--- src/rtl/qsys_design_nios2_qsys_0_oci_dct_packer.sv ---
// OCI trace fragment packer: packs 3-bit fragments into 10-slot words with a RUN/DRAIN/ENDED run controller.
// Optional: define OCI_DCT_OVF_COUNT_EN to add the saturating ovf_count output.
module qsys_design_nios2_qsys_0_oci_dct_packer #(
  parameter int END_DRAIN_MAX = 15
) (
  input  logic        clk,
  input  logic        reset,
  input  logic        frag_valid,
  input  logic [2:0]  frag,
  input  logic        flush,
  input  logic        trace_end,
  input  logic        word_ready,
  output logic [29:0] dct_buffer,
  output logic [3:0]  dct_count,
  output logic        word_valid,
  output logic [29:0] word_data,
  output logic [3:0]  word_cnt,
  output logic        ovf,
  output logic        test_ending,
`ifdef OCI_DCT_OVF_COUNT_EN
  output logic [7:0]  ovf_count,
`endif
  output logic        test_has_ended
);

  localparam int NUM_SLOTS = 10;

  typedef enum logic [1:0] {ST_RUN, ST_DRAIN, ST_ENDED} state_t;

  state_t                      state_q, state_d;
  logic [NUM_SLOTS-1:0][2:0]   slots_q, slots_d;
  logic [7:0]                  drain_timer;
  logic                        flush_pend;

  logic live, frag_acc, new_flush, flush_req, slot_free, full, empty, xfer, drop, drain_to;

  always_comb begin
    live      = (state_q != ST_ENDED);
    frag_acc  = frag_valid && live;
    // trace_end carries an implicit flush so the tail of the run is emitted
    new_flush = live && (flush || (trace_end && state_q == ST_RUN));
    flush_req = flush_pend || new_flush;
    slot_free = !word_valid || word_ready;
    full      = (dct_count == 4'(NUM_SLOTS));
    empty     = (dct_count == 4'd0);
    xfer      = slot_free && (full || (flush_req && !empty));
    drop      = frag_acc && full && !xfer;
    drain_to  = (drain_timer == 8'(END_DRAIN_MAX - 1));
  end

  // A transfer empties the buffer, so a same-edge fragment lands in slot 0
  always_comb begin
    slots_d = slots_q;
    for (int i = 0; i < NUM_SLOTS; i++) begin
      if (xfer) slots_d[i] = 3'b000;
      if (frag_acc && (xfer ? (i == 0) : (dct_count == 4'(i)))) slots_d[i] = frag;
    end
  end

  always_comb begin
    state_d = state_q;
    case (state_q)
      ST_RUN:   if (trace_end) state_d = ST_DRAIN;
      ST_DRAIN: if ((empty && !word_valid) || drain_to) state_d = ST_ENDED;
      default:  state_d = ST_ENDED;
    endcase
  end

  always_ff @(posedge clk or posedge reset) begin
    if (reset) begin
      state_q     <= ST_RUN;
      drain_timer <= 8'd0;
    end else begin
      state_q     <= state_d;
      drain_timer <= (state_q == ST_DRAIN) ? drain_timer + 8'd1 : 8'd0;
    end
  end

  always_ff @(posedge clk or posedge reset) begin
    if (reset) begin
      slots_q    <= '0;
      dct_count  <= 4'd0;
      flush_pend <= 1'b0;
      ovf        <= 1'b0;
    end else begin
      slots_q    <= slots_d;
      flush_pend <= !xfer && flush_req && !empty;
      ovf        <= ovf || drop;
      if (xfer)                  dct_count <= frag_acc ? 4'd1 : 4'd0;
      else if (frag_acc && !full) dct_count <= dct_count + 4'd1;
    end
  end

  always_ff @(posedge clk or posedge reset) begin
    if (reset) begin
      word_valid <= 1'b0;
      word_data  <= 30'd0;
      word_cnt   <= 4'd0;
    end else if (xfer) begin
      word_valid <= 1'b1;
      word_data  <= slots_q;
      word_cnt   <= dct_count;
    end else if (word_ready) begin
      word_valid <= 1'b0;
    end
  end

`ifdef OCI_DCT_OVF_COUNT_EN
  always_ff @(posedge clk or posedge reset) begin
    if (reset)                         ovf_count <= 8'd0;
    else if (drop && ovf_count != 8'hFF) ovf_count <= ovf_count + 8'd1;
  end
`endif

  assign dct_buffer     = slots_q;
  assign test_ending    = (state_q == ST_DRAIN);
  assign test_has_ended = (state_q == ST_ENDED);

endmodule

--- config.mk ---
export PLATFORM = sky130hd
export DESIGN_NAME = qsys_design_nios2_qsys_0_oci_dct_packer
export DESIGN_NICKNAME = d
export VERILOG_FILES = /design/src/rtl/qsys_design_nios2_qsys_0_oci_dct_packer.sv
export SDC_FILE = /design/constraint.sdc
export NUM_CORES = 1
export LEC_CHECK = 0
export ABC_AREA = 1
export CAP_MARGIN = 5
export CORE_MARGIN = 1.5
export CORE_UTILIZATION = 40
export CTS_CLUSTER_SIZE = 30
export DETAILED_ROUTE_END_ITERATION = 16
export MAX_ROUTING_LAYER = met4
export PLACE_DENSITY = 0.71
export SYNTH_ARGS = -nofsm -noshare
export SYNTH_HDL_FRONTEND = slang
export SYNTH_SLANG_ARGS = --single-unit
--- constraint.sdc ---
create_clock -name clk -period 4.9 [get_ports clk]
set_input_delay 0.98 -clock clk [delete_from_list [all_inputs] [get_ports clk]]
set_output_delay 0.98 -clock clk [all_outputs]
set_load 0.02 [all_outputs]
Word level (Yosys, flattened, before mapping)
Index checks and enable logic that the tools add are counted.

Mux-type cells: 30. Reduce and logical (&&, ||, !) cells: 46. Add/sub/neg operators: 2. Equality and inequality tests: 16.

Operators with widths (count): $mux W3 (11); $reduce_bool A2 Y1 (12); $logic_and A1 B1 Y1 (21); $eq A4 B3 Y1 const B (4); $mux W1 (13); $eq A4 B4 Y1 const B (3); $add A8 B1 Y8 const B (1); $eq A4 B2 Y1 const B (2); $eq A8 B4 Y1 const B (1); $mux W4 (2); $mux W8 (1); $logic_or A1 B1 Y1 (6); $add A4 B1 Y4 const B (1); $eq A4 B1 Y1 const B (1); $logic_not A1 Y1 (4); $logic_not A4 Y1 (1); $mux W2 (2); $ne A2 B2 Y1 const B (2); $pmux W2 S2 (1); $eq A2 B1 Y1 const B (1); $eq A2 B2 Y1 const B (1); $logic_not A2 Y1 (1); $ne A2 B1 Y1 const B (1); $reduce_and A2 Y1 (1).

Input bits: 9. Logic and storage cells: 112. Flip-flop bits (word level): 81. Output and inout bits: 72.

Depth between registers and ports, before layout
Depth in word-level cells: 11. Depth in mapped cells: 12. Depth with buffers taken out: 11.

Worst setup path before layout
OpenSTA, ideal clock, no wires.

Path kind: input to register. Start point: input trace_end. End point: register word_data[0]. Setup time: 0.117 ns. Path buffers: 2. Stages: 11. Arrival: 1.738 ns. Slack: 3.045 ns. Required time: 4.783 ns. Path through: nand2_1 nand2_1 nand2_1 nand2_1 nand2_1 nand2_2 nand2_4 buf_6 buf_6 nand2_1 nand2_1.

Longest elaborated chain between the ends: 7.

Ends and longest elaborated chain: start, declared (line 11) `input logic trace_end,`; $logic_and A1 B1 Y1 (line 41) `new_flush = live && (flush || (trace_end && state_q == ST_RUN));`; $logic_or A1 B1 Y1 (line 41); $logic_and A1 B1 Y1 (line 41); $logic_or A1 B1 Y1 (line 42) `flush_req = flush_pend || new_flush;`; $logic_and A1 B1 Y1 (line 46) `xfer = slot_free && (full || (flush_req && !empty));`; $logic_or A1 B1 Y1 (line 46); $logic_and A1 B1 Y1 (line 46); end signal, assigned (line 101) `word_data <= slots_q;`; end, declared (line 16) `output logic [29:0] word_data,`.

Every way passes these cells. A chain may end at the register's enable or synchronous reset.

Worst setup path in the final report
Start point: input trace_end. End point: register word_data[4].

The elaborated chain is that of the path after synthesis.

==> results_dict.tcl <==
set metrics [dict create \
    slew-limit-headroom_pct 38.64 \
    cp_cell_sequence "clkdlybuf4s50_1 -> nand2_1 -> nand2_1 -> nand2_1 -> nand2_1 -> nand2_1 -> nand2_2 -> nand2_4 -> inv_2 -> nand2_1 -> nand2_1" \
    vias_per_cell 4.997 \
    critPathMostFrequentCell "nand2_1" \
    clockRootBuffer "clkbuf_8" \
    synth.distinct_cells 25 \
    ant_nets 0 \
    htreeDepth 3 \
    ys.flop_type "dfrtp_1" \
    drv_cap 0 \
    grt_pass1_vias 2880 \
    clkSlewWorstSetupHoldPaths_ps 80 \
    syn_area_per_cell_sq_um 8.871 \
    worst-path-max-fanout 99 \
    gp_congestion 0.8176 \
    synth-seq-cells 81 \
    hold_viol 0 \
    cts_hold_buffers 0 \
    first_iter_violations 139 \
    grt_pass1_wl_mm 14.07 \
    max_clock_freq_mhz 338.4 \
    critical_path_required_ps 5140 \
    initial_core_util_pct 40.99 \
    seq_area_frac_synth_pct 57.26 \
    final_common_cell "nand2_1" \
    post_cts_buffers 0 \
    synth_nets 414 \
    syn-cell-area_sq_um 3540 \
    power_uw 2179 \
    routedWlPerCell_um 13.91 \
    synth_edf_count 0 \
    grt_start_max_net_pins 100 \
    io_pins 81 \
    outcome "finished clean" \
    layout-drive-gt1-share_pct 5.241 \
    synth_top_area_share_pct 57.26 \
    peakVddDrop_uv 303.3 \
    netlist_top_cells_area "dfrtp_1 57%, nand2_1 17%, o211ai_1 4.5%" \
    drc 0 \
    cts.sinks 81 \
    port_buffers 80 \
    dpl.hpwl_mm 5.552 \
    fin_nets 487 \
    grt_setup_unrepaired "false" \
    ys_warn_count 0 \
    dieArea_sq_um 9423 \
    cts.path.max_buffers 2 \
    utilization_pct 52.71 \
    tightest_slew_ps 920.4 \
    path_delay_family "simple AND/OR/NAND/NOR gates" \
    cp_slowest_stage_delay_ps 630 \
    numCtsBuffers 9 \
    cts_resized 0 \
    slew_viol_final 0 \
    grt_overflow 0 \
    cp-start-kind "input port" \
    finalSetupTns_ps 0 \
    die_w_um 97.07 \
    num_vias 2923 \
    hold_class "register to register" \
    die_h_um 97.07 \
    final_cell_area_sq_um 4552 \
    drt_pass1_iterations 4 \
    clock_latency_ps 350 \
    setup_viol 0 \
    cp.arrival_ps 3200 \
    min_period_over_period_pct 60.30 \
    groute.usage.overall_pct 19.12 \
    layout_common_cells "157 x nand2_1, 81 x dfrtp_1, 80 x clkdlybuf4s50_1, 24 x inv_1, 22 x nand4_1" \
    end_kind "register" \
    placed_cell_area_sq_um 4365 \
    ys_async_sr_fraction_pct 100.0 \
    powerDensity_nw_per_um2 478.8 \
    syn_inst 399 \
    period_minus_slack_ps 2955 \
    p_leak_uw 0.002250 \
    std_cell_rows 34 \
    critPathSlowestCell "nand2_4" \
    antenna_found_initial 0 \
    tritoncts "done" \
    pre_cts_slack_ps 1560 \
    critPathBufInv 2 \
    wl_mm 8.135 \
    coreArea_sq_um 8636 \
    layout_setup_ws_ps 1945 \
    yosysTopAreaCell "dfrtp_1" \
    n_antenna_cell 0 \
    syn2layout_area_growth_pct 28.60 \
    critical_path_class "input port to register" \
    final.setup_skew_ps 4.508 \
]
[path summary, 6_finish.rpt]
check                      slack, ps      startpoint        endpoint  cells after the start
setup reg to reg                1970    dct_count[0]    word_data[4]                      9
min in group asynchronous       1060           reset   word_data[23]                      2
hold reg to reg                  460  drain_timer[0]  drain_timer[0]                      1
hold / removal                   460  drain_timer[0]  drain_timer[0]                      1
setup / recovery                1950       trace_end    word_data[4]                     11
max in group asynchronous       2920           reset  drain_timer[3]                      3
[cell usage after synthesis (all sizes together), types with 2 or more instances]
| master | n |
|---|---|
| nand4 | 22 |
| o211ai | 21 |
| xor2 | 2 |
| clkinv | 2 |
| o21ai | 5 |
| nor3 | 6 |
| nor2 | 19 |
| inv | 29 |
| ha | 6 |
| dfrtp | 81 |
| clkbuf | 4 |
| nand3 | 19 |
| buf | 15 |
| nand2 | 160 |
| a21oi | 4 |
[per-layer routing]
layer | wire length, um | up-vias | track usage [%]
met3 | 320 | 11 | 3.237
met5 | 0 | - | -
met4 | 140 | 0 | 7.804
met1 | 3780 | 1394 | 24.89
li1 | - | 1440 | -
met2 | 3894 | 78 | 29.91
[through the flow]
step,hold slack (ps),instances
floorplan,432.2,399
global placement,445.7,569
detailed placement,456.8,569
CTS,467.5,585
global route,501.4,585
finish,463.4,585
[sequential cells by signal (all words and copies together) (netlist names)]
signal / cells
dct_buffer: 30
dct_count: 4
drain_timer: 8
flush_pend: 1
ovf: 1
state_q: 2
word_cnt: 4
word_data: 30
word_valid: 1
[final cells by class]
type                            instances  area [sq um]
Tap cell                              108         135.1
Sequential cell                        81          2027
Clock inverter                          6         58.81
Inverter                               31         117.6
Fill cell                             819          4084
Timing Repair Buffer                   81         808.3
Clock buffer                           10         127.6
Multi-Input combinational cell        268          1277
[report_power, final]
part           internal [uW]  switching, uW
sequential               800            109
combinational            325            478
clock                    233            235
[cells by family (layout without fill, tap and decap cells)]
kind of cell	Yosys count	count (layout)	share of synthesized area, %
simple gates	226	226	26.83
flops	81	81	57.26
buf+inv	50	128	6.645
compound gates	33	33	6.398
fa+ha+maj	6	6	2.121
xor+xnor	3	3	0.7424
Power figures use the tool's default switching activity.
==> variant (same settings) <==
The parameter `END_DRAIN_MAX` goes from 15 to 8.
--- a/src/rtl/qsys_design_nios2_qsys_0_oci_dct_packer.sv
+++ b/src/rtl/qsys_design_nios2_qsys_0_oci_dct_packer.sv
@@ -2,5 +2,5 @@
 // Optional: define OCI_DCT_OVF_COUNT_EN to add the saturating ovf_count output.
 module qsys_design_nios2_qsys_0_oci_dct_packer #(
-  parameter int END_DRAIN_MAX = 15
+  parameter int END_DRAIN_MAX = 8
 ) (
   input  logic        clk,
Function: changed (a bounded check fails within 10 cycles, from zero or initial values and one cycle with reset high).
==> variant against the original RTL <==
Total power grew 3.2%. Critical path type unchanged. Synthesized area shrank 0.81%. Routed wire length shrank 2.0%. Setup slack gained 0.017 ns. Clock skew grew 0.0031 ns. Die area shrank 0.79%. Largest cell class unchanged. Cell area is the same. Sequential cell count is the same.
==> variant: results (changes against the original RTL) <==
| Metric | Value |
|---|---|
| Outcome | complete, no violations |
| Arrival @ worst endpoint | 3.18 ns (-0.02 ns) |
| PortBufs | 80 (unchanged) |
| M1 GR Usage | 0.243 (-0.00639) |
| Worst R2R Start | dct_count[0]$_DFFE_PP0P_ |
| Synth Net Count | 408 (-1.4%) |
| Proportion of layout cells with a drive suffix above 1 | 0.0551 (+0.00267) |
| Clock skew | 0.00760 ns (+0.00309 ns) |
| Non-filler instance count after layout | 577 (-1.4%) |
| GRT met3 Usage | 0.0332 (+0.000863) |
| Worst-Margin Slew | 0.920 ns (-0.000923 ns) |
| Met2 Use GR | 0.275 (-0.0242) |
| GRT Total Usage | 0.182 (-0.00884) |
| Lkg Pwr | 2.25 nW (about the same) |
| Dpl cells | 561 (-1.4%) |
| Routed WL | 7970 µm (-2.0%) |
| Vias per inst | 5.07 (+1.5%) |
| Avg Synthesized Cell Area | 8.91 µm² (+0.45%) |
| Peak VDD IR | 220 µV (-28%) |
| Area contributors post-synth | dfrtp_1 (58%), nand2_1 (16%), o211ai_1 (4.5%) |
| GP Congestion | 0.813 (-0.57%) |
| 1st-iter DRT viols | 188 (+35%) |
| Total CTS buffers | 9 (unchanged) |
| Sequential area share after synthesis | 0.577 (+0.00469) |
| Netlist cell types | 24 (-4.0%) |
| Layout net count | 481 (-1.2%) |
| Post-synth top cells | nand2_1 (154), dfrtp_1 (81), inv_1 (23), nand4_1 (22), o211ai_1 (21) |
| HPWL after detailed placement | 5450 µm (-1.8%) |
| Worst slack, placed | 1.55 ns (-0.00541 ns) |
| Worst setup path endpoint | word_data[3]$_DFFE_PP0P_ |
| Setup ws final | 1.96 ns (+0.0170 ns) |
==> variant: area by class of cell <==
| class | instances | area (µm²) |
|---|---|---|
| Fill cell | 762 | 3790 |
| Sequential cell | 81 | 2030 |
| Multi-Input combinational cell | 265 | 1260 |
| Timing Repair Buffer | 81 | 808 |
| Tap cell | 105 | 131 |
| Clock buffer | 9 | 124 |
| Inverter | 29 | 110 |
| Clock inverter | 7 | 95.1 |
==> variant: metrics by stage <==
stage	power [mW]	instance area, µm²
2_1_floorplan	1.37	3510
3_3_place_gp	1.72	4330
3_5_place_dp	1.73	4330
4_1_cts	2.27	4550
5_1_grt	2.37	4550
6_report	2.25	4550
==> variant: cell families after synthesis <==
kind of cell	share of synthesized area
and+or+nand+nor	0.266
DFF	0.577
buffers and inverters	0.0649
AOI/OAI and AO/OA	0.0695
adders and majority gates	0.0178
xor gates and xnor gates	0.00499
==> variant: layer usage <==
metal  wire (µm)  part of all wire
met1        3750              0.47
met2        3670              0.46
met3         420             0.053
met4         138             0.017
met5           0                 0
==> variant: how the worst min path moves through the flow <==
stage	depth (start not counted)	end	slack (ns)	start
global placement	1	drain_timer[0]$_DFF_PP0_	0.45	drain_timer[0]$_DFF_PP0_
detailed placement	1	drain_timer[0]$_DFF_PP0_	0.45	drain_timer[0]$_DFF_PP0_
finish	1	drain_timer[0]$_DFF_PP0_	0.46	drain_timer[0]$_DFF_PP0_
global route	1	drain_timer[0]$_DFF_PP0_	0.47	drain_timer[0]$_DFF_PP0_
CTS	1	drain_timer[0]$_DFF_PP0_	0.46	drain_timer[0]$_DFF_PP0_
floorplan	1	drain_timer[0]$_DFF_PP0_	0.43	drain_timer[0]$_DFF_PP0_
==> variant: report_power, final <==
part	switching, mW	internal [mW]
sequential	0.107	0.800
combinational	0.481	0.325
clock	0.249	0.287
